### src/rtl/led_pkg.sv
// Shared constants, types and helpers for the LED pattern engine.
package led_pkg;

    // Pattern select codes
    localparam logic [2:0] MODE_SYNC    = 3'd0;
    localparam logic [2:0] MODE_CHAIN   = 3'd1;
    localparam logic [2:0] MODE_PAIR    = 3'd2;
    localparam logic [2:0] MODE_CENTER  = 3'd3;
    localparam logic [2:0] MODE_BOUNCE  = 3'd4;
    localparam logic [2:0] MODE_REVERSE = 3'd5;
    localparam logic [2:0] MODE_FILL    = 3'd6;
    localparam logic [2:0] MODE_BLINK   = 3'd7;

    // Widest bank supported; bank patterns are built at this width then sliced
    localparam int unsigned ONEHOT_W = 16;

    typedef enum logic {
        DirUp   = 1'b0,
        DirDown = 1'b1
    } dir_e;

    // One-hot vector with bit idx set, or all zero if idx falls outside width
    function automatic logic [ONEHOT_W-1:0] bank_onehot(input int width, input int idx);
        logic [ONEHOT_W-1:0] r;
        r = '0;
        for (int i = 0; i < int'(ONEHOT_W); i++) begin
            r[i] = (i < width) && (i == idx);
        end
        return r;
    endfunction

endpackage

### src/rtl/led_pattern_engine_if.sv
// Control/status bundle between the board switches and the LED pattern engine.
interface led_pattern_engine_if #(
    parameter int unsigned LED_W = 24
);
    logic [2:0]       mode;
    logic [2:0]       speed;
    logic             pause;
    logic [LED_W-1:0] led;
    logic             tick;

    // Switch side drives controls and observes the LEDs
    modport master (
        output mode,
        output speed,
        output pause,
        input  led,
        input  tick
    );

    // Engine side
    modport slave (
        input  mode,
        input  speed,
        input  pause,
        output led,
        output tick
    );
endinterface

### src/rtl/led_tick_gen.sv
// Prescaler producing a one-cycle step strobe every max(DIV >> speed, 1) cycles.
module led_tick_gen #(
    parameter int unsigned DIV = 20_000_000
) (
    input  logic       clk,
    input  logic       rst,
    input  logic [2:0] speed,
    input  logic       pause,
    input  logic       restart,
    output logic       step
);

    localparam int unsigned CW = $clog2(DIV);

    logic [CW-1:0] cnt_q, cnt_d;
    logic [31:0]   shifted;
    logic [31:0]   period_m1;

    // Period from speed select; >= compare lets a speed change take effect at once
    always_comb begin
        shifted   = DIV >> speed;
        period_m1 = (shifted > 32'd1) ? (shifted - 32'd1) : 32'd0;
        step      = !restart && !pause && (32'(cnt_q) >= period_m1);

        cnt_d = cnt_q;
        if (restart) begin
            cnt_d = '0;
        end else if (pause) begin
            cnt_d = cnt_q;
        end else if (step) begin
            cnt_d = '0;
        end else begin
            // cnt_q < period_m1 <= DIV-1 here, so the increment cannot overflow
            cnt_d = cnt_q + CW'(1);
        end
    end

    // Prescaler register
    always_ff @(posedge clk) begin
        if (rst) begin
            cnt_q <= '0;
        end else begin
            cnt_q <= cnt_d;
        end
    end

endmodule

### src/rtl/led_pattern_engine.sv
// LED chase/pattern generator over BANKS x BANK_W LEDs treated as one chain.
module led_pattern_engine
    import led_pkg::*;
#(
    parameter int unsigned BANKS  = 3,
    parameter int unsigned BANK_W = 8,
    parameter int unsigned DIV    = 20_000_000
) (
    input  logic                 clk,
    input  logic                 rst,
    led_pattern_engine_if.slave  bus
);

    localparam int unsigned L  = BANKS * BANK_W;
    localparam int unsigned PW = $clog2(L + 1);
    localparam int          LI = int'(L);
    localparam int          BW = int'(BANK_W);

    logic [2:0]          mode_q;
    logic [PW-1:0]       pos_q, pos_d;
    dir_e                dir_q, dir_d;
    logic [L-1:0]        led_q, led_d;
    logic                tick_q, tick_d;
    logic                mode_chg;
    logic                step;
    logic [PW-1:0]       last;
    logic [L-1:0]        pat;
    logic [ONEHOT_W-1:0] oh_a, oh_b;
    int                  p;
    int                  pb;

    assign mode_chg = (bus.mode != mode_q);

    led_tick_gen #(
        .DIV (DIV)
    ) u_tick_gen (
        .clk     (clk),
        .rst     (rst),
        .speed   (bus.speed),
        .pause   (bus.pause),
        .restart (mode_chg),
        .step    (step)
    );

    // Highest position before wrap for the current (non-bounce) mode
    always_comb begin
        last = '0;
        unique case (mode_q)
            MODE_SYNC, MODE_PAIR:      last = PW'(BANK_W - 1);
            MODE_CHAIN, MODE_REVERSE:  last = PW'(L - 1);
            MODE_BOUNCE:               last = PW'(L - 1);
            MODE_CENTER:               last = PW'(L / 2 - 1);
            MODE_FILL:                 last = PW'(L);
            MODE_BLINK:                last = PW'(1);
        endcase
    end

    // Next position/direction; a mode change restarts at step 0 and beats a step
    always_comb begin
        pos_d = pos_q;
        dir_d = dir_q;
        if (mode_chg) begin
            pos_d = '0;
            dir_d = DirUp;
        end else if (step) begin
            if (mode_q == MODE_BOUNCE) begin
                if (dir_q == DirUp) begin
                    if (pos_q == PW'(L - 1)) begin
                        pos_d = PW'(L - 2);
                        dir_d = DirDown;
                    end else begin
                        pos_d = pos_q + PW'(1);
                    end
                end else begin
                    if (pos_q == '0) begin
                        pos_d = PW'(1);
                        dir_d = DirUp;
                    end else begin
                        pos_d = pos_q - PW'(1);
                    end
                end
            end else begin
                pos_d = (pos_q >= last) ? '0 : (pos_q + PW'(1));
            end
        end
    end

    // Pattern for the incoming mode at the incoming position
    always_comb begin
        p    = int'(pos_d);
        pb   = (p + 2 >= BW) ? (p + 2 - BW) : (p + 2);
        oh_a = bank_onehot(BW, p);
        oh_b = bank_onehot(BW, pb);
        pat  = '0;
        unique case (bus.mode)
            MODE_SYNC: begin
                for (int b = 0; b < int'(BANKS); b++) begin
                    pat[b*BANK_W +: BANK_W] = oh_a[BANK_W-1:0];
                end
            end
            MODE_PAIR: begin
                for (int b = 0; b < int'(BANKS); b++) begin
                    pat[b*BANK_W +: BANK_W] = oh_a[BANK_W-1:0] | oh_b[BANK_W-1:0];
                end
            end
            MODE_CHAIN, MODE_BOUNCE: begin
                for (int i = 0; i < LI; i++) pat[i] = (i == p);
            end
            MODE_CENTER: begin
                for (int i = 0; i < LI; i++) pat[i] = (i == LI/2 - 1 - p) || (i == LI/2 + p);
            end
            MODE_REVERSE: begin
                for (int i = 0; i < LI; i++) pat[i] = (i == LI - 1 - p);
            end
            MODE_FILL: begin
                for (int i = 0; i < LI; i++) pat[i] = (i < p);
            end
            MODE_BLINK: begin
                pat = (p == 0) ? '1 : '0;
            end
        endcase
    end

    // Output next-state: pause freezes the LEDs unless the mode is being changed
    always_comb begin
        led_d  = (bus.pause && !mode_chg) ? led_q : pat;
        tick_d = step;
    end

    // State and output registers
    always_ff @(posedge clk) begin
        if (rst) begin
            mode_q <= MODE_SYNC;
            pos_q  <= '0;
            dir_q  <= DirUp;
            led_q  <= '0;
            tick_q <= 1'b0;
        end else begin
            mode_q <= bus.mode;
            pos_q  <= pos_d;
            dir_q  <= dir_d;
            led_q  <= led_d;
            tick_q <= tick_d;
        end
    end

    assign bus.led  = led_q;
    assign bus.tick = tick_q;

endmodule

### src/flat_wrapper.sv
// flat-port wrapper written by rule: the top's interface ports become plain ports
module led_pattern_engine_flat import led_pkg::*;
#(
    parameter int unsigned BANKS  = 3,
    parameter int unsigned BANK_W = 8,
    parameter int unsigned DIV    = 20_000_000
)
  (clk, rst, bus_mode, bus_speed, bus_pause, bus_led, bus_tick);
  led_pattern_engine_if #(.LED_W((24))) bus_i ();
  input  logic clk;
  input  logic rst;
  input wire logic [$bits(bus_i.mode)-1:0] bus_mode;
  input wire logic [$bits(bus_i.speed)-1:0] bus_speed;
  input wire logic [$bits(bus_i.pause)-1:0] bus_pause;
  output wire logic [$bits(bus_i.led)-1:0] bus_led;
  output wire logic [$bits(bus_i.tick)-1:0] bus_tick;
  assign bus_i.mode = bus_mode;
  assign bus_i.speed = bus_speed;
  assign bus_i.pause = bus_pause;
  assign bus_led = bus_i.led;
  assign bus_tick = bus_i.tick;
  led_pattern_engine #(.BANKS(BANKS), .BANK_W(BANK_W), .DIV(DIV)) u_core (.clk(clk), .rst(rst), .bus(bus_i));
endmodule
### config.mk
export PLATFORM = sky130hd
export DESIGN_NAME = led_pattern_engine_flat
export DESIGN_NICKNAME = d
export VERILOG_FILES = /design/src/rtl/led_pkg.sv /design/src/rtl/led_pattern_engine_if.sv /design/src/rtl/led_tick_gen.sv /design/src/rtl/led_pattern_engine.sv /design/src/flat_wrapper.sv
export SDC_FILE = /design/constraint.sdc
export NUM_CORES = 1
export LEC_CHECK = 0
export ABC_AREA = 1
export BUFFER_PORTS_ARGS = -buffer_cell sky130_fd_sc_hd__buf_2
export CAP_MARGIN = 40
export CORE_MARGIN = 2
export CORE_UTILIZATION = 50
export DETAILED_ROUTE_END_ITERATION = 6
export PLACE_DENSITY = 0.66
export SETUP_SLACK_MARGIN = 0.3
export SLEW_MARGIN = 20
export SYNTH_ARGS = -nofsm -noshare
export SYNTH_HDL_FRONTEND = slang
export SYNTH_SLANG_ARGS = --single-unit
export TNS_END_PERCENT = 20
### constraint.sdc
create_clock -name clk -period 8.8 [get_ports clk]
set_input_delay 1.76 -clock clk [delete_from_list [all_inputs] [get_ports clk]]
set_output_delay 1.76 -clock clk [all_outputs]
set_load 0.02 [all_outputs]
* Word-level counts from Yosys, hierarchy flattened
Memory sizes are Yosys's and may differ from the RTL's. A register that Yosys moved wholly into a read port is not among the register bits.
Index checks and enable logic that the tools add are counted.
** Word-level totals
- Word-level logic and storage cells :: 210
- Input port bits :: 9
- Memory bits (read-only) :: 40
- Memories :: 1
- Flip-flop bits (word level) :: 59
- Output and inout port bits :: 25
** Cells by class
- Bitwise operators :: 1
- $add $sub $neg :: 9
- Shift operators :: 1
- Multiplexer cells :: 16
- Eq/ne operators :: 109
- Reduce and logical (&&, ||, !) cells :: 39
- Order comparisons :: 28
** Memories
- (name not given) :: words 8, width 5, read ports 1, clocked after Yosys merged registers in 1, write ports 0, line led_pattern_engine.sv:48 : unique case (mode_q)
** Operator list (count)
- equality test 5 x 32 -> 1 bit, first input constant :: 24
- equality test 6 x 32 -> 1 bit, first input constant :: 24
- equality test 4 x 32 -> 1 bit, first input constant :: 16
- equality test 3 x 32 -> 1 bit, first input constant :: 8
- one-hot mux 24 bit (7 select lines) :: 1
- equality test 2 x 32 -> 1 bit, first input constant :: 4
- logical NOT 32 bit :: 4
- equality test 5 bit, first input constant :: 16
- 2-to-1 mux 32 bit :: 2
- less-than comparator 4 x 5 -> 1 bit, first input constant :: 8
- less-than comparator 5 bit, first input constant :: 8
- 2-to-1 mux 5 bit :: 7
- greater-or-equal comparator 25 x 32 -> 1 bit :: 1
- greater-or-equal comparator 32 x 5 -> 1 bit, second input constant :: 1
- > comparator 32 x 1 -> 1 bit, second input constant :: 1
- right shift 25 x 3 -> 32 bit, first input constant :: 1
- subtractor 32 x 1 -> 32 bit, second input constant :: 1
- subtractor 32 x 5 -> 32 bit, second input constant :: 1
- adder 25 x 1 -> 25 bit, second input constant :: 1
- 2-to-1 mux 25 bit :: 1
- logical OR 1 bit :: 24
- 2-to-1 mux 24 bit :: 1
- equality test 4 x 5 -> 1 bit, first input constant :: 4
- less-than comparator 3 x 5 -> 1 bit, first input constant :: 4
- 25 further kinds :: 40

* Logic depth before layout (Yosys ltp)
- Depth after elaboration :: 13
- Depth in mapped cells :: 39
- Gate-level depth less buffers :: 39

* Hierarchy
From an unflattened synthesis, not the netlist that was laid out.
** Unflattened totals
- Cell total of the unflattened synthesis :: 1036
- Area total of the unflattened synthesis :: 6271.0 sq um
** Modules (own cells, without submodules)
- led_pattern_engine :: times used 1, cells each 687, sequential area each 780.7 sq um, area each 3886.2 sq um
- led_tick_gen :: times used 1, cells each 349, sequential area each 500.5 sq um, area each 2384.8 sq um

* Worst setup path before layout
Ideal clock, no wire load.
- Kind :: input to register
- Start point :: input port bus_speed[0]
- End point :: register u_core.led_q[23], in the netlist u_core.bus.led[23]
- Stages on the path :: 37
- Arrival time :: 6.115 ns
- Data required time :: 8.744 ns
- Path buffers :: 0
- Path slack :: 2.629 ns
- Setup time :: 0.056 ns
- Cell sequence :: inv_1 -> ha_1 -> nand2_1 -> inv_1 -> nor2_1 -> nand3_1 -> nor3_1 -> nand3_1 -> xor2_1 -> ha_1 -> nand2_1 -> inv_1 -> nand3_1 -> nor3_2 -> nand2_1 -> nand2_1 -> nand2_1 -> nand3_4 -> nand3_1 -> nand2_2 -> nor2_8 -> ha_1 -> inv_1 -> nand4_1 -> nand2_1 -> inv_1 -> ha_1 -> ha_1 -> nor2_1 -> nand3_1 -> nand2_4 -> nand2_4 -> o21ai_2 -> nand2_1 -> nand3_1 -> nand2_1 -> inv_1
** On the way
- Word-level cells in the longest chain between the ends :: 13
- Elaborated cells between the ends (all ways) :: 27
- Classes of those cells :: 6 x add/sub; 4 x order compare; 6 x eq/ne; 1 x shift; 6 x mux; 1 x bitwise; 3 x reduce/logical
** RTL lines
- from (decl) :: line flat_wrapper.sv:13 : input wire logic [$bits(bus_i.speed)-1:0] bus_speed;
- right shift 25 x 3 -> 32 bit * :: line led_tick_gen.sv:21 : shifted = DIV >> speed;
- subtractor 32 x 1 -> 32 bit or > comparator 32 x 1 -> 1 bit (tied branches) :: line led_tick_gen.sv:22 : period_m1 = (shifted > 32'd1) ? (shifted - 32'd1) : 32'd0;
- 2-to-1 mux 32 bit * :: line led_tick_gen.sv:22
- greater-or-equal comparator 25 x 32 -> 1 bit * :: line led_tick_gen.sv:23 : step = !restart && !pause && (32'(cnt_q) >= period_m1);
- logical AND 1 bit * :: line led_tick_gen.sv:23
- 2-to-1 mux 5 bit * :: line led_pattern_engine.sv:65 : end else if (step) begin
- 2-to-1 mux 5 bit * :: line led_pattern_engine.sv:62 : if (mode_chg) begin
- net u_core.pos_d[1] :: line led_pattern_engine.sv:20 : logic [PW-1:0] pos_q, pos_d;
- adder 5 x 2 -> 6 bit :: line led_pattern_engine.sv:91 : pb = (p + 2 >= BW) ? (p + 2 - BW) : (p + 2);
- subtractor 32 x 5 -> 32 bit or greater-or-equal comparator 32 x 5 -> 1 bit (tied branches) :: line led_pattern_engine.sv:91
- 2-to-1 mux 32 bit :: line led_pattern_engine.sv:91
- equality test 4 x 32 -> 1 bit :: line led_pkg.sv:27 : r[i] = (i < width) && (i == idx);
- bitwise OR 8 bit :: line led_pattern_engine.sv:103 : pat[b*BANK_W +: BANK_W] = oh_a[BANK_W-1:0] | oh_b[BANK_W-1:0];
- one-hot mux 24 bit (7 select lines) * :: line led_pattern_engine.sv:95 : unique case (bus.mode)
- to (signal assigned) :: line led_pattern_engine.sv:142 : led_q <= led_d;
- to (decl) :: line led_pattern_engine.sv:22 : logic [L-1:0] led_q, led_d;
Mark *: on every way through the listed nets, which the timed path passes. The rest lies on a longest branch.
A chain may end at the register's enable or synchronous reset.

* Worst setup path after layout
- Start point :: input port bus_speed[0]
- End point :: register u_core.led_q[14], in the netlist u_core.bus.led[14]
Same word-level chain as after synthesis.

==> impl_metrics.csv <==
group,metric,value,unit
worst_setup_path,critical_path_class,"input port to flip-flop",
floorplan,core_area,12500,µm²
timing,hold-worst-slack,491,ps
yosys,syn-instance-count,1001,
global_routing,grt_start_max_net_pins,29,
placed_design,placed_cell_area,6600,µm²
worst_setup_path,endpoint_kind,"flip-flop",
yosys,syn_area_per_cell,6.32,µm²
global_routing,grt_pass1_vias,5889,
worst_setup_path,startpoint,"bus_speed[0]",
yosys,synth_area,6320,µm²
worst_setup_path,start_kind,"input port",
timing,worst_clock_skew,7.04,ps
placed_design,dpl.hpwl,14000,µm
clocking,h-tree-depth,3,
yosys,ys_warn_count,0,
worst_setup_path,crit_required,9040,ps
outcome,status,"finished clean",
clocking,cts_tree,"yes",
layout,post-route-util,0.554,
worst_setup_path,crit_top_cell,"nand2_1",
layout,drive_gt1_frac,0.123,
placed_design,post-place-ws,1620,ps
floorplan,die-area,13600,µm²
worst_setup_path,r2r_cells,21,
layout,area_growth,9.22,%
route,first_pass_iters,5,
route,wl,18200,µm
clocking,cts_sinks,64,
worst_setup_path,arrival,7140,ps
floorplan,io_pins,34,
floorplan,die_w,116,µm
worst_setup_path,r2r-start,"u_core.pos_q[2]",
yosys,synth_top_area_share,0.203,
timing,finalHoldViolCount,0,
route,wl_per_cell,15.1,µm
timing,postLayoutSetupSlackWorst,1900,ps
clocking,cts_root_buf,"clkbuf_16",
worst_setup_path,endpoint,"u_core.bus.led[14]",
global_routing,grt_pass1_wl,29400,µm
route,vias_per_cell,5.36,
global_routing,met3_usage,0.0602,
timing,rsz0062_at_grt,"no",
global_routing,grt_overflow,0,
clocking,postCtsSetupRepairBufs,0,
yosys,ys.flop_type,"dfxtp_1",
power_and_ir_drop,p_leak,3.63,nW
layout,design_area,6910,µm²
global_routing,grt_usage,0.280,
worst_setup_path,r2r_end,"u_core.bus.led[14]",
placed_design,numPortBuffers,33,
clocking,cts_buffer_depth,2,
clocking,cts_resized,0,
yosys,synth_common_cells,"215 x nand2_1, 165 x inv_1, 112 x nor2_1",
clocking,cts_hold_buf,0,
timing,relSlewSlack,0.413,
worst_setup_path,crit_slowest_cell,"nor3_1",
route,drtIter0Drc,607,
yosys,synthArstFlopShare,0,
yosys,ys_ff_latch,64,
yosys,synth_edf_count,0,
timing,fmax,145,MHz
clocking,numCtsBuffers,9,
floorplan,die_h,116,µm
global_routing,grt-busiest-layer,"met2",
power_and_ir_drop,powerDensity,114,nW/µm²
yosys,synth_top_area_cell,"dfxtp_1",
yosys,yosysUniqueCellTypes,54,
clocking,worstSkewPairLatency,340,ps
timing,finalMaxSlewViolations,0,
timing,setup_viol,0,
worst_setup_path,slowest_delay,570,ps
global_routing,grt_use_met2,0.429,
yosys,seq_area_frac_synth,0.203,
route,vias,6445,
route,drc,0,
floorplan,row_count,41,
global_routing,antenna_found_initial,0,
yosys,synth.most_common_cell,"nand2_1",
layout,antennaDiodeCount,0,
timing,finalSetupTns,0,ps
worst_setup_path,cp_max_fo,16,
route,ant_nets,0,
clocking,clk_pin_slew_worst_paths,60,ps
floorplan,start_util,0.507,
global_routing,grt_use_met1,0.381,
layout,nNetsFinal,1090,
timing,period_minus_slack,6900,ps
min_path,hp-class,"flip-flop to flip-flop",
timing,worst_pin_slew,875,ps
yosys,syn-num-nets,1065,
run,drv_cap,0,
yosys,synth_top_cells_by_area,"dfxtp_1 20%, nand2_1 13%, ha_1 11%, inv_1 9.8%, nor2_1 6.6%",
placed_design,gp_congestion,1.04,
timing,post-route-period-util,0.784,
worst_setup_path,r2r_slack,4700,ps
power_and_ir_drop,vdd_drop_max,0.0763,mV
-- cells in the final DEF (no fill, tap or decap), types with 3 or more instances in the layout --
| cell type | Yosys | layout |
|---|---|---|
| nor2_8 | 5 | 5 |
| nand3_2 | 3 | 3 |
| dfxtp_1 | 64 | 64 |
| inv_2 | 14 | 14 |
| buf_2 | 4 | 34 |
| o22ai_1 | 13 | 13 |
| o211ai_1 | 3 | 3 |
| clkbuf_16 | 0 | 9 |
| nand2_1 | 215 | 215 |
| a21oi_1 | 41 | 41 |
| nand4_1 | 23 | 23 |
| inv_1 | 165 | 165 |
| nand3_1 | 76 | 76 |
| nor3_1 | 17 | 17 |
| nand2_2 | 14 | 14 |
| o21ai_0 | 57 | 57 |
| nand2_4 | 6 | 6 |
| nand3_4 | 6 | 6 |
| ha_1 | 55 | 55 |
| o21ai_1 | 10 | 10 |
| xor2_1 | 24 | 24 |
| o21bai_2 | 3 | 3 |
| nor2_1 | 112 | 111 |
| nor2_2 | 5 | 6 |
| xnor2_1 | 6 | 6 |
| a31oi_1 | 3 | 3 |
| nor2_4 | 4 | 4 |
| a21oi_2 | 4 | 4 |
-- through the flow --
step / power, mW / cells
finish: 0.788 / 1203
global route: 0.827 / 1203
CTS: 0.795 / 1203
detailed placement: 0.428 / 1187
global placement: 0.428 / 1185
floorplan: 0.395 / 1001
-- sequential cells by signal (all words and copies together), names as in the netlist --
signal,flops
u_core.mode_q,3
u_core.bus.led,24
u_core.last,5
u_core.pos_q,5
u_core.u_tick_gen.cnt_q,25
u_core.bus.tick,1
u_core.dir_q,1
-- logic make-up (layout without fill, tap and decap cells) --
logic type / after synthesis / in the layout / synth area share
adder cells (fa/ha/maj): 55 / 55 / 0.109
other: 1 / 1 / 0.000593
buffers and inverters: 201 / 231 / 0.127
flip-flops: 64 / 64 / 0.203
AND/OR/NAND/NOR: 497 / 497 / 0.380
AO/OA/AOI/OAI: 153 / 153 / 0.140
XOR/XNOR: 30 / 30 / 0.0416
-- routing by layer --
layer	vias to the layer above	part of all wire
li1	3280	-
met3	54	0.071
met2	272	0.44
met4	0	0.035
met5	-	0
met1	2839	0.46
-- how the worst min path moves through the flow --
| stage | from | to | slack (ps) | cells past startpoint |
|---|---|---|---|---|
| floorplan | u_core.u_tick_gen.cnt_q[16] | u_core.u_tick_gen.cnt_q[16] | 450 | 2 |
| global placement | u_core.u_tick_gen.cnt_q[16] | u_core.u_tick_gen.cnt_q[16] | 470 | 2 |
| detailed placement | u_core.u_tick_gen.cnt_q[16] | u_core.u_tick_gen.cnt_q[16] | 490 | 2 |
| CTS | u_core.u_tick_gen.cnt_q[16] | u_core.u_tick_gen.cnt_q[16] | 500 | 2 |
| global route | u_core.u_tick_gen.cnt_q[16] | u_core.u_tick_gen.cnt_q[16] | 530 | 2 |
| finish | u_core.u_tick_gen.cnt_q[16] | u_core.u_tick_gen.cnt_q[16] | 490 | 2 |
-- worst max-delay path: cells and delay by family --
| family | cells | cell delay (ps) |
|---|---|---|
| and+or+nand+nor | 20 | 3010 |
| buffers and inverters | 9 | 1030 |
| adders and majority gates | 3 | 860 |
| AOI/OAI and AO/OA | 2 | 250 |
| xor gates and xnor gates | 1 | 190 |
-- area by class of cell --
class | instances | area (µm²)
Clock inverter | 6 | 67.6
Inverter | 180 | 678
Clock buffer | 10 | 239
Multi-Input combinational cell | 736 | 4240
Timing Repair Buffer | 35 | 181
Fill cell | 1282 | 5560
Tap cell | 172 | 215
Sequential cell | 64 | 1280
-- power breakdown --
group	total [mW]	switching, mW	internal (mW)
Combinational	0.122	0.0848	0.0369
Clock	0.364	0.136	0.228
Sequential	0.303	0.00431	0.298
No activity file was read; power rests on OpenSTA's default activity.
